[src/rtl/br_table_seq_pkg.sv]
// Shared types and constants for the br_table immediate sequencer and its LEB128 decoder.
// Trap codes sit alongside the CPU's existing trap set so the core can report a br_table fault.
package br_table_seq_pkg;

    localparam int LEB_MAX_BYTES = 5;

    localparam logic [7:0] TRAP_NONE        = 8'h00;
    localparam logic [7:0] TRAP_UNREACHABLE = 8'h01;
    localparam logic [7:0] TRAP_MEM_OOB     = 8'h02;
    localparam logic [7:0] BR_TABLE_ERR     = 8'h03;

    typedef enum logic [2:0] {
        S_IDLE,
        S_RD_CNT,
        S_DEC_CNT,
        S_RD_TGT,
        S_DEC_TGT,
        S_FIN,
        S_ERR
    } state_t;

endpackage

[src/rtl/leb128_u32.sv]
// Combinational unsigned LEB128 decoder over a 5-byte window (byte 0 in bits [7:0]).
// Flags unterminated encodings and a 5th byte carrying value bits above bit 31.
module leb128_u32
    import br_table_seq_pkg::*;
(
    input  logic [8*LEB_MAX_BYTES-1:0] window,
    output logic [31:0]                value,
    output logic [2:0]                 len,
    output logic                       malformed
);

    logic found;

    always_comb begin
        value     = '0;
        len       = 3'(LEB_MAX_BYTES);
        malformed = 1'b0;
        found     = 1'b0;
        for (int b = 0; b < LEB_MAX_BYTES; b++) begin
            if (!found) begin
                value = value | (32'(window[8*b +: 7]) << (7*b));
                if (!window[8*b+7]) begin
                    found = 1'b1;
                    len   = 3'(b + 1);
                    // last byte may only contribute bits 31:28
                    if (b == LEB_MAX_BYTES-1)
                        malformed = (window[8*b+4 +: 3] != 3'd0);
                end
            end
        end
        if (!found)
            malformed = 1'b1;
    end

endmodule

[src/rtl/br_table_seq.sv]
// Decodes the br_table label vector from ROM: picks the label for a runtime index and
// returns the address just past the default label, trapping on malformed or out-of-range reads.
module br_table_seq
    import br_table_seq_pkg::*;
#(
    parameter int MEM_DEPTH = 6,
    parameter int MEM_EXTRA = 4
) (
    input  logic                        clk,
    input  logic                        reset,
    input  logic                        start,
    input  logic [MEM_DEPTH:0]          table_pc,
    input  logic [31:0]                 index,
    output logic                        busy,
    output logic                        done,
    output logic [31:0]                 depth,
    output logic [MEM_DEPTH:0]          next_pc,
    output logic                        error,
    output logic [MEM_DEPTH:0]          mem_addr,
    output logic [MEM_EXTRA-1:0]        mem_extra,
    input  logic [(2**MEM_EXTRA)*8-1:0] mem_data,
    input  logic                        mem_error
);

    localparam int AW = MEM_DEPTH + 1;
    localparam int DW = (2**MEM_EXTRA) * 8;

    state_t        state, state_nxt;
    logic [AW-1:0] ptr;
    logic [31:0]   idx_q, count, sel, i_q;
    logic [31:0]   dec_value;
    logic [2:0]    dec_len;
    logic          dec_bad;
    logic [AW:0]   ptr_sum;
    logic          dec_err;
    logic          unused_data;

    leb128_u32 u_leb (
        .window    (mem_data[8*LEB_MAX_BYTES-1:0]),
        .value     (dec_value),
        .len       (dec_len),
        .malformed (dec_bad)
    );

    assign unused_data = ^mem_data[DW-1:8*LEB_MAX_BYTES];

    // carry out of the address width means the immediate ran past the end of ROM
    assign ptr_sum = {1'b0, ptr} + {{(AW-2){1'b0}}, dec_len};
    assign dec_err = mem_error | dec_bad | ptr_sum[AW];

    assign mem_addr  = ptr;
    assign mem_extra = MEM_EXTRA'(4);

    always_ff @(posedge clk or negedge reset) begin
        if (!reset) state <= S_IDLE;
        else        state <= state_nxt;
    end

    always_comb begin
        state_nxt = state;
        case (state)
            S_IDLE:    if (start) state_nxt = S_RD_CNT;
            S_RD_CNT:  state_nxt = S_DEC_CNT;
            S_DEC_CNT: state_nxt = dec_err ? S_ERR : S_RD_TGT;
            S_RD_TGT:  state_nxt = S_DEC_TGT;
            S_DEC_TGT: begin
                if (dec_err)           state_nxt = S_ERR;
                else if (i_q == count) state_nxt = S_FIN;
                else                   state_nxt = S_RD_TGT;
            end
            S_FIN:     state_nxt = S_IDLE;
            S_ERR:     state_nxt = S_IDLE;
            default:   state_nxt = S_IDLE;
        endcase
    end

    always_comb begin
        busy = (state != S_IDLE) && (state != S_FIN) && (state != S_ERR);
        done = (state == S_FIN) || (state == S_ERR);
    end

    always_ff @(posedge clk or negedge reset) begin
        if (!reset) begin
            ptr     <= '0;
            idx_q   <= '0;
            count   <= '0;
            sel     <= '0;
            i_q     <= '0;
            depth   <= '0;
            next_pc <= '0;
            error   <= 1'b0;
        end else begin
            case (state)
                S_IDLE: if (start) begin
                    ptr   <= table_pc;
                    idx_q <= index;
                    error <= 1'b0;
                end
                S_DEC_CNT: begin
                    if (dec_err) error <= 1'b1;
                    else begin
                        count <= dec_value;
                        ptr   <= ptr_sum[AW-1:0];
                        i_q   <= '0;
                        // out-of-range index selects the default entry at position count
                        sel   <= (idx_q < dec_value) ? idx_q : dec_value;
                    end
                end
                S_DEC_TGT: begin
                    if (dec_err) error <= 1'b1;
                    else begin
                        if (i_q == sel)   depth   <= dec_value;
                        if (i_q == count) next_pc <= ptr_sum[AW-1:0];
                        ptr <= ptr_sum[AW-1:0];
                        i_q <= i_q + 32'd1;
                    end
                end
                default: ;
            endcase
        end
    end

endmodule
[config.mk]
export PLATFORM = sky130hd
export DESIGN_NAME = br_table_seq
export DESIGN_NICKNAME = d
export VERILOG_FILES = /design/src/rtl/br_table_seq_pkg.sv /design/src/rtl/leb128_u32.sv /design/src/rtl/br_table_seq.sv
export SDC_FILE = /design/constraint.sdc
export NUM_CORES = 1
export LEC_CHECK = 0
export CAP_MARGIN = 5
export CELL_PAD_IN_SITES_DETAIL_PLACEMENT = 1
export CELL_PAD_IN_SITES_GLOBAL_PLACEMENT = 2
export CORE_ASPECT_RATIO = 0.8
export CORE_UTILIZATION = 34
export DETAILED_ROUTE_END_ITERATION = 8
export PLACE_DENSITY_LB_ADDON = 0.1
export SLEW_MARGIN = 20
export SYNTH_ARGS = -nofsm -noshare
export SYNTH_HDL_FRONTEND = slang
export SYNTH_SLANG_ARGS = --single-unit
[constraint.sdc]
create_clock -name clk -period 4.4 [get_ports clk]
set_input_delay 0.66 -clock clk [delete_from_list [all_inputs] [get_ports clk]]
set_output_delay 0.66 -clock clk [all_outputs]
set_load 0.01 [all_outputs]
==> results.txt, run 1 <==
Skew final -> 12.9 ps
Commonest non-fill, non-tap cells in the layout -> dfrtp_1 (178), clkdlybuf4s50_1 (130), xor2_1 (85)
CTS tree -> done
Row count -> 53
Initial Util -> 34.8%
Global-route wire length before repair -> 43700 µm
Via-per-instance ratio -> 5.01
Final setup viols -> 0
Worst EP arrival -> 4380 ps
Die Ht -> 149 µm
Die width -> 186 µm
Crit share post-route -> 90.9%
Setup TNS -> 0 ps
Peak VDD IR -> 0.319 mV
Sequential fraction of the synthesis area -> 48.4%
Hpwl dp -> 20200 µm
Switching pwr -> 2.43 mW
Wire per inst -> 19.7 µm
CTS Buffer Depth -> 2
Reg2reg path depth -> 9
Setup slack, reg-to-reg -> 1290 ps
Setup CP Type -> in -> reg
DRT iter0 DRCs -> 288
Final worst path period need -> 4000 ps
CTS Sinks -> 178
Yosys warns -> 0
Asr flop ratio synth -> 100%
IO Count -> 224
Logic pwr share -> 36.0%
Tot GR Track Use -> 21.3%
Final Max Tran Viols -> 0
Flops & latches, synth -> 178
Switching Share -> 37.6%
Worst-path clk slew -> 80 ps
Core Util, Final -> 44.2%
Worst hold margin -> 295 ps
Port Buffers -> 131
Reg power frac -> 39.8%
Drt drc -> 0
Area growth, synth to finish -> 27.0%
DR vias -> 6977
Most frequent CP cell -> nor2_1
Crit path required time -> 4780 ps
Slowest CP cell -> nor2_1
Vias in the first global route -> 7308
Post-Syn Area -> 0.00921 mm²
Post-synthesis cell count -> 883
EDFF count, synth -> 0
Levels on crit path -> 12
Cts hold-fix bufs -> 0
Fin cells -> 1393
Syn avg cell area -> 10.4 µm²
Largest net degree at the start of global routing -> 99
Cell variety after synth -> 54
DP Cell Count -> 1361
Worst-margin pin slew -> 961 ps
Crit-path cells -> clkdlybuf4s50_1, and3_1, buf_12, and2_1, inv_1, ha_1, and4_1, a221oi_1, nor2_1, a211o_1, nor2_1, a221o_1
H-Tree Level Count -> 4
Startpoint Class -> primary input
Ys flop type -> dfrtp_1
Post-CTS resize count -> 0
Final Wtd Congestion -> 0.812
CP delay by family, top -> simple AND/OR/NAND/NOR gates
Clk_lat worst skew -> 440 ps
Core area -> 0.0265 mm²
GRT overflow -> 0
Fill cells -> 2887
DRT Pass-1 Iters -> 4
Layout Nets -> 1230
Total CTS buffers -> 17
Status -> finished clean
P per Cell Area -> 552 mW/mm²
Int Pwr -> 4.03 mW
P_leak -> 5.62 nW
CP Capture Type -> register
Largest stage delay, worst path -> 740 ps
Final hold vios -> 0
Max transition margin -> 35.7%
Setup bufs post-CTS -> 0
Final antenna-violating net count -> 0
Antenna diodes -> 0
CP bufs+invs -> 3
Clock share of power -> 24.2%
Die area -> 0.0278 mm²
Final wirelength -> 27500 µm
CP max FO -> 14
Maximum clock rate -> 0.250 GHz
RSZ-0062 raised after global routing -> false
Most common cell after layout, fill and taps aside -> dfrtp_1
Worst hold path class -> in -> async
Root buffer cell -> clkbuf_16
Initial antenna violation count -> 0
Layout cells sized above 1 -> 14.3%
Max capacitance violation total -> 0
Design Power -> 6.46 mW
power by group through the flow:
stage	sequential, mW	combinational (mW)	clock [mW]
floorplan	2.42	1.52	0
global placement	2.61	2.30	0
detailed placement	2.61	2.34	0
CTS	2.58	2.36	1.61
global route	2.64	2.62	1.68
finish	2.57	2.33	1.57
metrics by stage:
step,area [µm²],worst slack [ps]
floorplan,9220,877
global placement,11100,28.3
detailed placement,11100,9.44
CTS,11700,471
global route,11700,366
finish,11700,401
routing by layer:
metal	up-vias	global-route usage [%]	routed length (µm)
li1	3347	-	-
met1	3474	32.4	14200
met2	140	31.5	11800
met3	16	3.32	1200
met4	0	4.84	279
met5	-	0	0
kinds of logic (layout without fill, tap and decap cells):
group                      after synthesis  after routing  synth area share, %
and+or+nand+nor                        269            269                 14.8
DFF                                    178            178                 48.4
muxes                                   70             70                 8.52
xor gates and xnor gates                96             96                 9.13
adders and majority gates               36             36                 4.97
buffers and inverters                   93            244                 4.32
other                                    2              4               0.0815
AOI/OAI and AO/OA                      139            139                 9.81
state kept, by name (all words and copies together) (netlist names):
name      cells
idx_q        32
count        32
next_pc       7
state         3
mem_addr      7
error         1
depth        32
sel          32
i_q          32
worst register-to-register path: cells and delay by family (launching register included):
family | cells | cell delay, ps
and+or+nand+nor | 1 | 740
adders and majority gates | 1 | 300
buffers and inverters | 1 | 170
DFF | 1 | 400
AOI/OAI and AO/OA | 6 | 1440
synthesized netlist by cell type (26+ instances only):
cell      number  area [µm²]
dfrtp_1      178        4450
xor2_1        85         744
nand2_1       82         308
mux2_2        67         754
nor2_1        63         236
inv_1         46         173
o21ai_0       46         230
a21oi_1       43         215
and3_1        36         225
ha_1          35         438
clkbuf_1      27         101
a221o_1       26         260
final timing paths:
| check | start | end |
|---|---|---|
| max reg2reg | idx_q[2]$_DFFE_PN0P_ | sel[14]$_DFFE_PN0P_ |
| min reg2reg | count[29]$_DFFE_PN0P_ | count[29]$_DFFE_PN0P_ |
| min in group clk | count[29]$_DFFE_PN0P_ | count[29]$_DFFE_PN0P_ |
| max in group asynchronous | reset | depth[16]$_DFFE_PN0P_ |
| min | reset | depth[27]$_DFFE_PN0P_ |
| max | mem_data[23] | sel[14]$_DFFE_PN0P_ |
final cells by class:
| cell class | count | area [µm²] | share of cell area [%] |
|---|---|---|---|
| Clock buffer | 18 | 429 | 3.67 |
| Clock inverter | 14 | 169 | 1.44 |
| Inverter | 46 | 173 | 1.48 |
| Multi-Input combinational cell | 614 | 4390 | 37.5 |
| Sequential cell | 178 | 4450 | 38.1 |
| Tap cell | 357 | 447 | 3.82 |
| Timing Repair Buffer | 166 | 1640 | 14.0 |
(Power assumes the default switching activity.)
==> run 2: changes to the inputs <==
--- a/config.mk
+++ b/config.mk
@@ -10,8 +10,9 @@
 export CELL_PAD_IN_SITES_GLOBAL_PLACEMENT = 2
 export CORE_ASPECT_RATIO = 0.8
 export CORE_UTILIZATION = 34
+export CTS_CLUSTER_SIZE = 28
 export DETAILED_ROUTE_END_ITERATION = 8
-export PLACE_DENSITY_LB_ADDON = 0.1
+export PLACE_DENSITY = 0.88
 export SLEW_MARGIN = 20
 export SYNTH_ARGS = -nofsm -noshare
 export SYNTH_HDL_FRONTEND = slang
==> run 2 against run 1 <==
Non-clock buffer count decreased by 10; critical endpoint is now sel[7]$_DFFE_PN0P_; global-route usage decreased by 0.45 points; largest cell class unchanged; via count increased by 2.3%; highest routed layer unchanged; critical path depth unchanged; die area unchanged; hold slack got worse by 17 ps; register-to-register slack improved by 70 ps.
==> results.txt, run 2 (same netlist as run 1, synthesis figures left out) <==
Port Buffers -> 131 (unchanged)
Skew final -> 11.3 ps (-1.59 ps)
Placed inst area -> 0.0110 mm² (-1.1%)
Final instance area -> 0.0116 mm² (-1.1%)
CTS Sinks -> 178 (unchanged)
Peak VDD IR -> 0.283 mV (-11%)
Worst-margin pin slew -> 935 ps (-26.4 ps)
DRT iter0 DRCs -> 473 (+64%)
Status -> finished clean
Worst EP arrival -> 4400 ps (+20 ps)
Clock share of power -> 24.0% (-0.2 points)
Total CTS buffers -> 17 (unchanged)
Hpwl dp -> 20300 µm (+0.52%)
CTS tree -> done
Startpoint Class -> primary input
Int Pwr -> 3.99 mW (-1.1%)
Most common cell after layout, fill and taps aside -> dfrtp_1
Grt met2 use -> 32.5% (+1.0 points)
Max transition margin -> 37.4% (+1.8 points)
Area growth, synth to finish -> 25.6%
Initial Util -> 34.8% (unchanged)
Root buffer cell -> clkbuf_16
Switching Share -> 38.2% (+0.61 points)
Vias in the first global route -> 7495 (+2.6%)
Final hold vios -> 0 (unchanged)
Post-CTS resize count -> 0 (unchanged)
Layout cells sized above 1 -> 13.5% (-0.74 points)
CP Capture Type -> register
Final antenna-violating net count -> 0 (unchanged)
Reg2reg path depth -> 7 (-2)
Drt drc -> 0 (unchanged)
Gr busiest metal -> met2
Clk_lat worst skew -> 440 ps (about the same)
Die Ht -> 149 µm (unchanged)
Switching pwr -> 2.47 mW (+1.5%)
P_leak -> 5.55 nW (-1.3%)
P per Cell Area -> 558 mW/mm² (+1.0%)
Layout Nets -> 1220 (-0.81%)
Final setup viols -> 0 (unchanged)
Commonest non-fill, non-tap cells in the layout -> dfrtp_1 (178), clkdlybuf4s50_1 (130), xor2_1 (85)
Global-route wire length before repair -> 43600 µm (-0.35%)
Crit path required time -> 4770 ps (about the same)
Largest net degree at the start of global routing -> 81 (-18%)
Crit share post-route -> 91.7% (+0.80 points)
IO Count -> 224 (unchanged)
Worst hold path class -> in -> async
Die area -> 0.0278 mm² (unchanged)
Die width -> 186 µm (unchanged)
Setup CP Type -> in -> reg
Antenna diodes -> 0 (unchanged)
GR Util met3 -> 4.15% (+0.83 points)
Cts hold-fix bufs -> 0 (unchanged)
Final wirelength -> 27600 µm (+0.59%)
Final Max Tran Viols -> 0 (unchanged)
Area taken by flip-flops and latches -> 0.00445 mm² (unchanged)
Row count -> 53 (unchanged)
Via-per-instance ratio -> 5.16 (+3.1%)
Fill cells -> 2927 (+1.4%)
Worst-path clk slew -> 80 ps (about the same)
Final worst path period need -> 4030 ps (+35.2 ps)
Area of the multi-input gates -> 0.00438 mm² (-0.11%)
RSZ-0062 raised after global routing -> false
CTS Buffer Depth -> 2 (unchanged)
Tot GR Track Use -> 20.9% (-0.45 points)
Wire per inst -> 20.0 µm (+1.3%)
Grt met1 use -> 29.7% (-2.7 points)
Logic pwr share -> 36.1% (about the same)
H-Tree Level Count -> 4 (unchanged)
Initial antenna violation count -> 0 (unchanged)
Final Wtd Congestion -> 0.845 (+4.1%)
Core Util, Final -> 43.7% (-0.50 points)
GRT overflow -> 0 (unchanged)
Design Power -> 6.46 mW (-0.12%)
Setup bufs post-CTS -> 0 (unchanged)
Core area -> 0.0265 mm² (unchanged)
Reg power frac -> 39.9% (about the same)
Maximum clock rate -> 0.248 GHz (-0.87%)
CP max FO -> 8 (-6)
DRT Pass-1 Iters -> 4 (unchanged)
Setup TNS -> 0 ps (unchanged)
Max capacitance violation total -> 0 (unchanged)
DR vias -> 7139 (+2.3%)
run 2: changes by cell type in the layout (fill, tap and decap cells not counted), moves of 2 or more:
cell        before  now
buf_4           30   23
clkinv_4         5    1
inv_6            2    6
clkinvlp_4       0    2
buf_12           5    2
run 2: metal layers:
layer | vias to the layer above | share of wire, %
met5 | - | 0
met4 | 0 | 1.3
met3 | 24 | 5.2
met2 | 158 | 46
met1 | 3630 | 47
li1 | 3327 | -
run 2: path summary, 6_finish.rpt:
path,start,endpoint,slack (ps)
setup reg to reg,mem_addr[1]$_DFFE_PN0P_,sel[7]$_DFFE_PN0P_,1360
max in group asynchronous,reset,sel[16]$_DFFE_PN0P_,2950
setup / recovery,mem_data[7],sel[7]$_DFFE_PN0P_,370
min in group clk,count[3]$_DFFE_PN0P_,count[3]$_DFFE_PN0P_,510
hold reg to reg,count[3]$_DFFE_PN0P_,count[3]$_DFFE_PN0P_,510
hold / removal,reset,depth[5]$_DFFE_PN0P_,280
run 2: worst max-delay path: stages:
cell and delay (ps):
clkdlybuf4s50_1 480, and3_1 370, buf_4 250, nand2_1 140, ha_1 310, and2_1 180
a221o_1 300, a21oi_1 170, nand2_1 160, a211o_1 370, nor2_1 720, a221o_1 280
run 2: final cells by class:
class	instances	share of cell area, %
Tap cell	357	3.86
Clock buffer	17	3.68
Sequential cell	178	38.5
Inverter	46	1.49
Multi-Input combinational cell	614	37.9
Clock inverter	15	1.40
Timing Repair Buffer	156	13.2
run 2: power by group through the flow:
| stage | clock [mW] | sequential (mW) | combinational (mW) |
|---|---|---|---|
| global placement | 0 | 2.58 | 2.23 |
| detailed placement | 0 | 2.60 | 2.32 |
| CTS | 1.58 | 2.57 | 2.35 |
| finish | 1.55 | 2.57 | 2.33 |
| floorplan | 0 | 2.42 | 1.52 |
| global route | 1.65 | 2.63 | 2.58 |
run 2: stage by stage:
stage / hold WS, ps / instances / setup slack [ps]
2_1_floorplan: 364 / 885 / 877
3_3_place_gp: 483 / 1351 / 150
3_5_place_dp: 493 / 1351 / 71.9
4_1_cts: 298 / 1383 / 415
5_1_grt: 327 / 1383 / 252
6_report: 278 / 1383 / 365
==> patch, RTL diff (flow settings as in run 1) <==
Put one more register stage on the output `depth`, cleared by the reset. The value now appears one clock later. The other outputs are not delayed to match.
--- a/src/rtl/br_table_seq.sv
+++ b/src/rtl/br_table_seq.sv
@@ -25,4 +25,6 @@
     localparam int AW = MEM_DEPTH + 1;
     localparam int DW = (2**MEM_EXTRA) * 8;
+
+    logic [31:0] depth_s0;
 
     state_t        state, state_nxt;
@@ -87,5 +89,5 @@
             sel     <= '0;
             i_q     <= '0;
-            depth   <= '0;
+            depth_s0 <= '0;
             next_pc <= '0;
             error   <= 1'b0;
@@ -110,5 +112,5 @@
                     if (dec_err) error <= 1'b1;
                     else begin
-                        if (i_q == sel)   depth   <= dec_value;
+                        if (i_q == sel)   depth_s0 <= dec_value;
                         if (i_q == count) next_pc <= ptr_sum[AW-1:0];
                         ptr <= ptr_sum[AW-1:0];
@@ -121,3 +123,11 @@
     end
 
+    always_ff @(posedge clk or negedge reset) begin
+        if (!reset) begin
+            depth <= '0;
+        end else begin
+            depth <= depth_s0;
+        end
+    end
+
 endmodule
Formal check against the unedited RTL: no difference found for any inputs over 4 cycles, from zero or initial values and one cycle with reset low; that may be too few to reach the edited logic, so the function may still have changed.
==> patch against run 1 <==
- synthesized area rose by 13%
- via count rose by 14%
- critical endpoint is now sel[12]$_DFFE_PN0P_
- register-to-register slack improved by 0.34 ns
- design area rose by 11%
- critical path depth fell by 1
- worst setup slack improved by 0.39 ns
- power rose by 21%
- routed wire length rose by 12%
- clock power rose by 33%
- first-iteration DRC count rose by 53%
- sequential cell count rose by 32
- non-clock buffer count fell by 10
==> patch: results (changes against run 1) <==
Worst EP arrival 4.00 ns (-0.38 ns); ranking of synthesized cells by area dfrtp_1 (50%), xor2_1 (5.4%), nand2_1 (5.4%); Starting DRT DRC Count 441 (+53%); buffer depth of the longest clock path 3 (+1); Leakage 5.87 nW (+4.5%); via count 7975 (+14%); CTS Buf Count 24 (+7); Total Routing Usage GR 20.4% (-0.97 points); largest net degree at the start of global routing 96 (-3.0%); hpwl dp 22.5 mm (+11%); slowest CP cell clkdlybuf4s50_1; synth warn 0 (unchanged); post_cts resized 0 (unchanged); FF-to-FF path depth 8 (-1); Slew Limit Fails 0 (unchanged); Detailed Route WL 30.8 mm (+12%); CTS root buf clkbuf_16; vias in the first global route 8177 (+12%); Final Core Density 43.0% (-1.2 points); asr flop ratio synth 100% (unchanged); crit path launch mem_data[7]; Inserted Diodes 0 (unchanged); Worst path max stage delay 0.65 ns (-0.09 ns); placed inst area 12200 sq um (+10%); Most used DFF post-synth dfrtp_1; skew final 0.0165 ns (+0.00357 ns); Worst R2R End sel[24]$_DFFE_PN0P_; nets@finish 1335 (+8.5%); clk_lat worst skew 0.53 ns (+0.09 ns); Max Fanout on Critical Path 28 (+14); R2R setup slack 1.63 ns (+0.34 ns); CTS HTree Levels 1 (-3); sequential-to-total area share from yosys stat 50.3% (+1.9 points); Max VDD drop 0.251 mV (-21%); CTS clk-pin slew, worst paths 0.06 ns (-0.02 ns); number of distinct library cells after synthesis 61 (+13%); launch point of the worst reg-to-reg path mem_addr[1]$_DFFE_PN0P_; HP Class primary input to async pin; worst slew pin tran 0.788 ns (-0.173 ns); Commonest cells post-synth dfrtp_1 (210), nand2_1 (149), xor2_1 (65), nand3_1 (64), clkbuf_1 (48); total iterations of the first detailed-routing run 5 (+1); outcome completed; share of cells above drive strength 1 10.8% (-3.5 points); antenna violations before repair 0 (unchanged); Port Buffers 131 (unchanged); cell family with most CP delay buffers and inverters; GP Congestion 0.823 (+1.4%); global-route wire length before repair 49.6 mm (+13%); Setup Fix Bufs, Post-CTS 0 (unchanged)
-- patch: changes by cell type in the layout (fill, tap and decap cells not counted), moves of 10 or more --
cell       change
nand3_1       +51
nor3_1        +10
xnor2_1       +15
o2111ai_1     +33
mux2_2        -25
nor2_1        -31
a21oi_1       -13
a221o_1       -25
buf_4         -10
o211ai_1      +33
xor2_1        -20
dfrtp_1       +32
and3_1        -32
nand2_1       +67
-- patch: worst max path at each step --
stage                                   end  slack (ns)
floorplan               sel[14]$_DFFE_PN0P_        0.64
global placement    depth_s0[0]$_DFFE_PN0P_        0.27
CTS                 depth_s0[0]$_DFFE_PN0P_        0.76
finish                  sel[12]$_DFFE_PN0P_        0.79
detailed placement  depth_s0[0]$_DFFE_PN0P_        0.21
global route            sel[12]$_DFFE_PN0P_        0.54
-- patch: per-layer routing --
layer	part of all wire (%)	GRT usage [%]	wire length [microns]	vias to the layer above
met5	0	0	0	-
met4	1.7	4.19	536	0
met3	4.0	3.14	1220	30
met2	41	28.1	12700	126
met1	53	32.8	16300	4025
li1	-	-	-	3794
-- patch: cells by family (layout without fill, tap and decap cells) --
| kind of cell | after synthesis | after routing | synth area share [%] |
|---|---|---|---|
| xor+xnor | 91 | 91 | 7.63 |
| simple gates | 333 | 333 | 15.1 |
| buf+inv | 121 | 247 | 5.02 |
| other cells | 2 | 4 | 0.0719 |
| compound gates | 172 | 172 | 11.9 |
| mux | 53 | 53 | 5.63 |
| fa+ha+maj | 36 | 36 | 4.38 |
| flops | 210 | 210 | 50.3 |
-- patch: area by class of cell --
type,instances,area [sq um]
Multi-Input combinational cell,689,4690
Fill cell,3332,17300
Sequential cell,210,5260
Inverter,47,176
Clock buffer,31,667
Clock inverter,13,155
Timing Repair Buffer,156,1570
Tap cell,413,517
-- patch: where the power goes --
group	switching (mW)	leakage, nW	internal (mW)	total, mW
Sequential	0.518	2.55	2.47	2.99
Combinational	1.51	2.91	1.20	2.71
Clock	0.842	0.413	1.25	2.09
-- patch: per-stage QoR --
step / power [mW] / setup slack, ns / cells / hold WS [ns]
after floorplan: 4.64 / 0.639 / 1020 / 0.347
after global placement: 5.70 / 0.275 / 1515 / 0.354
after detailed placement: 5.76 / 0.210 / 1515 / 0.359
after CTS: 7.90 / 0.762 / 1559 / 0.181
after global routing: 8.34 / 0.544 / 1559 / 0.208
final: 7.79 / 0.793 / 1559 / 0.145
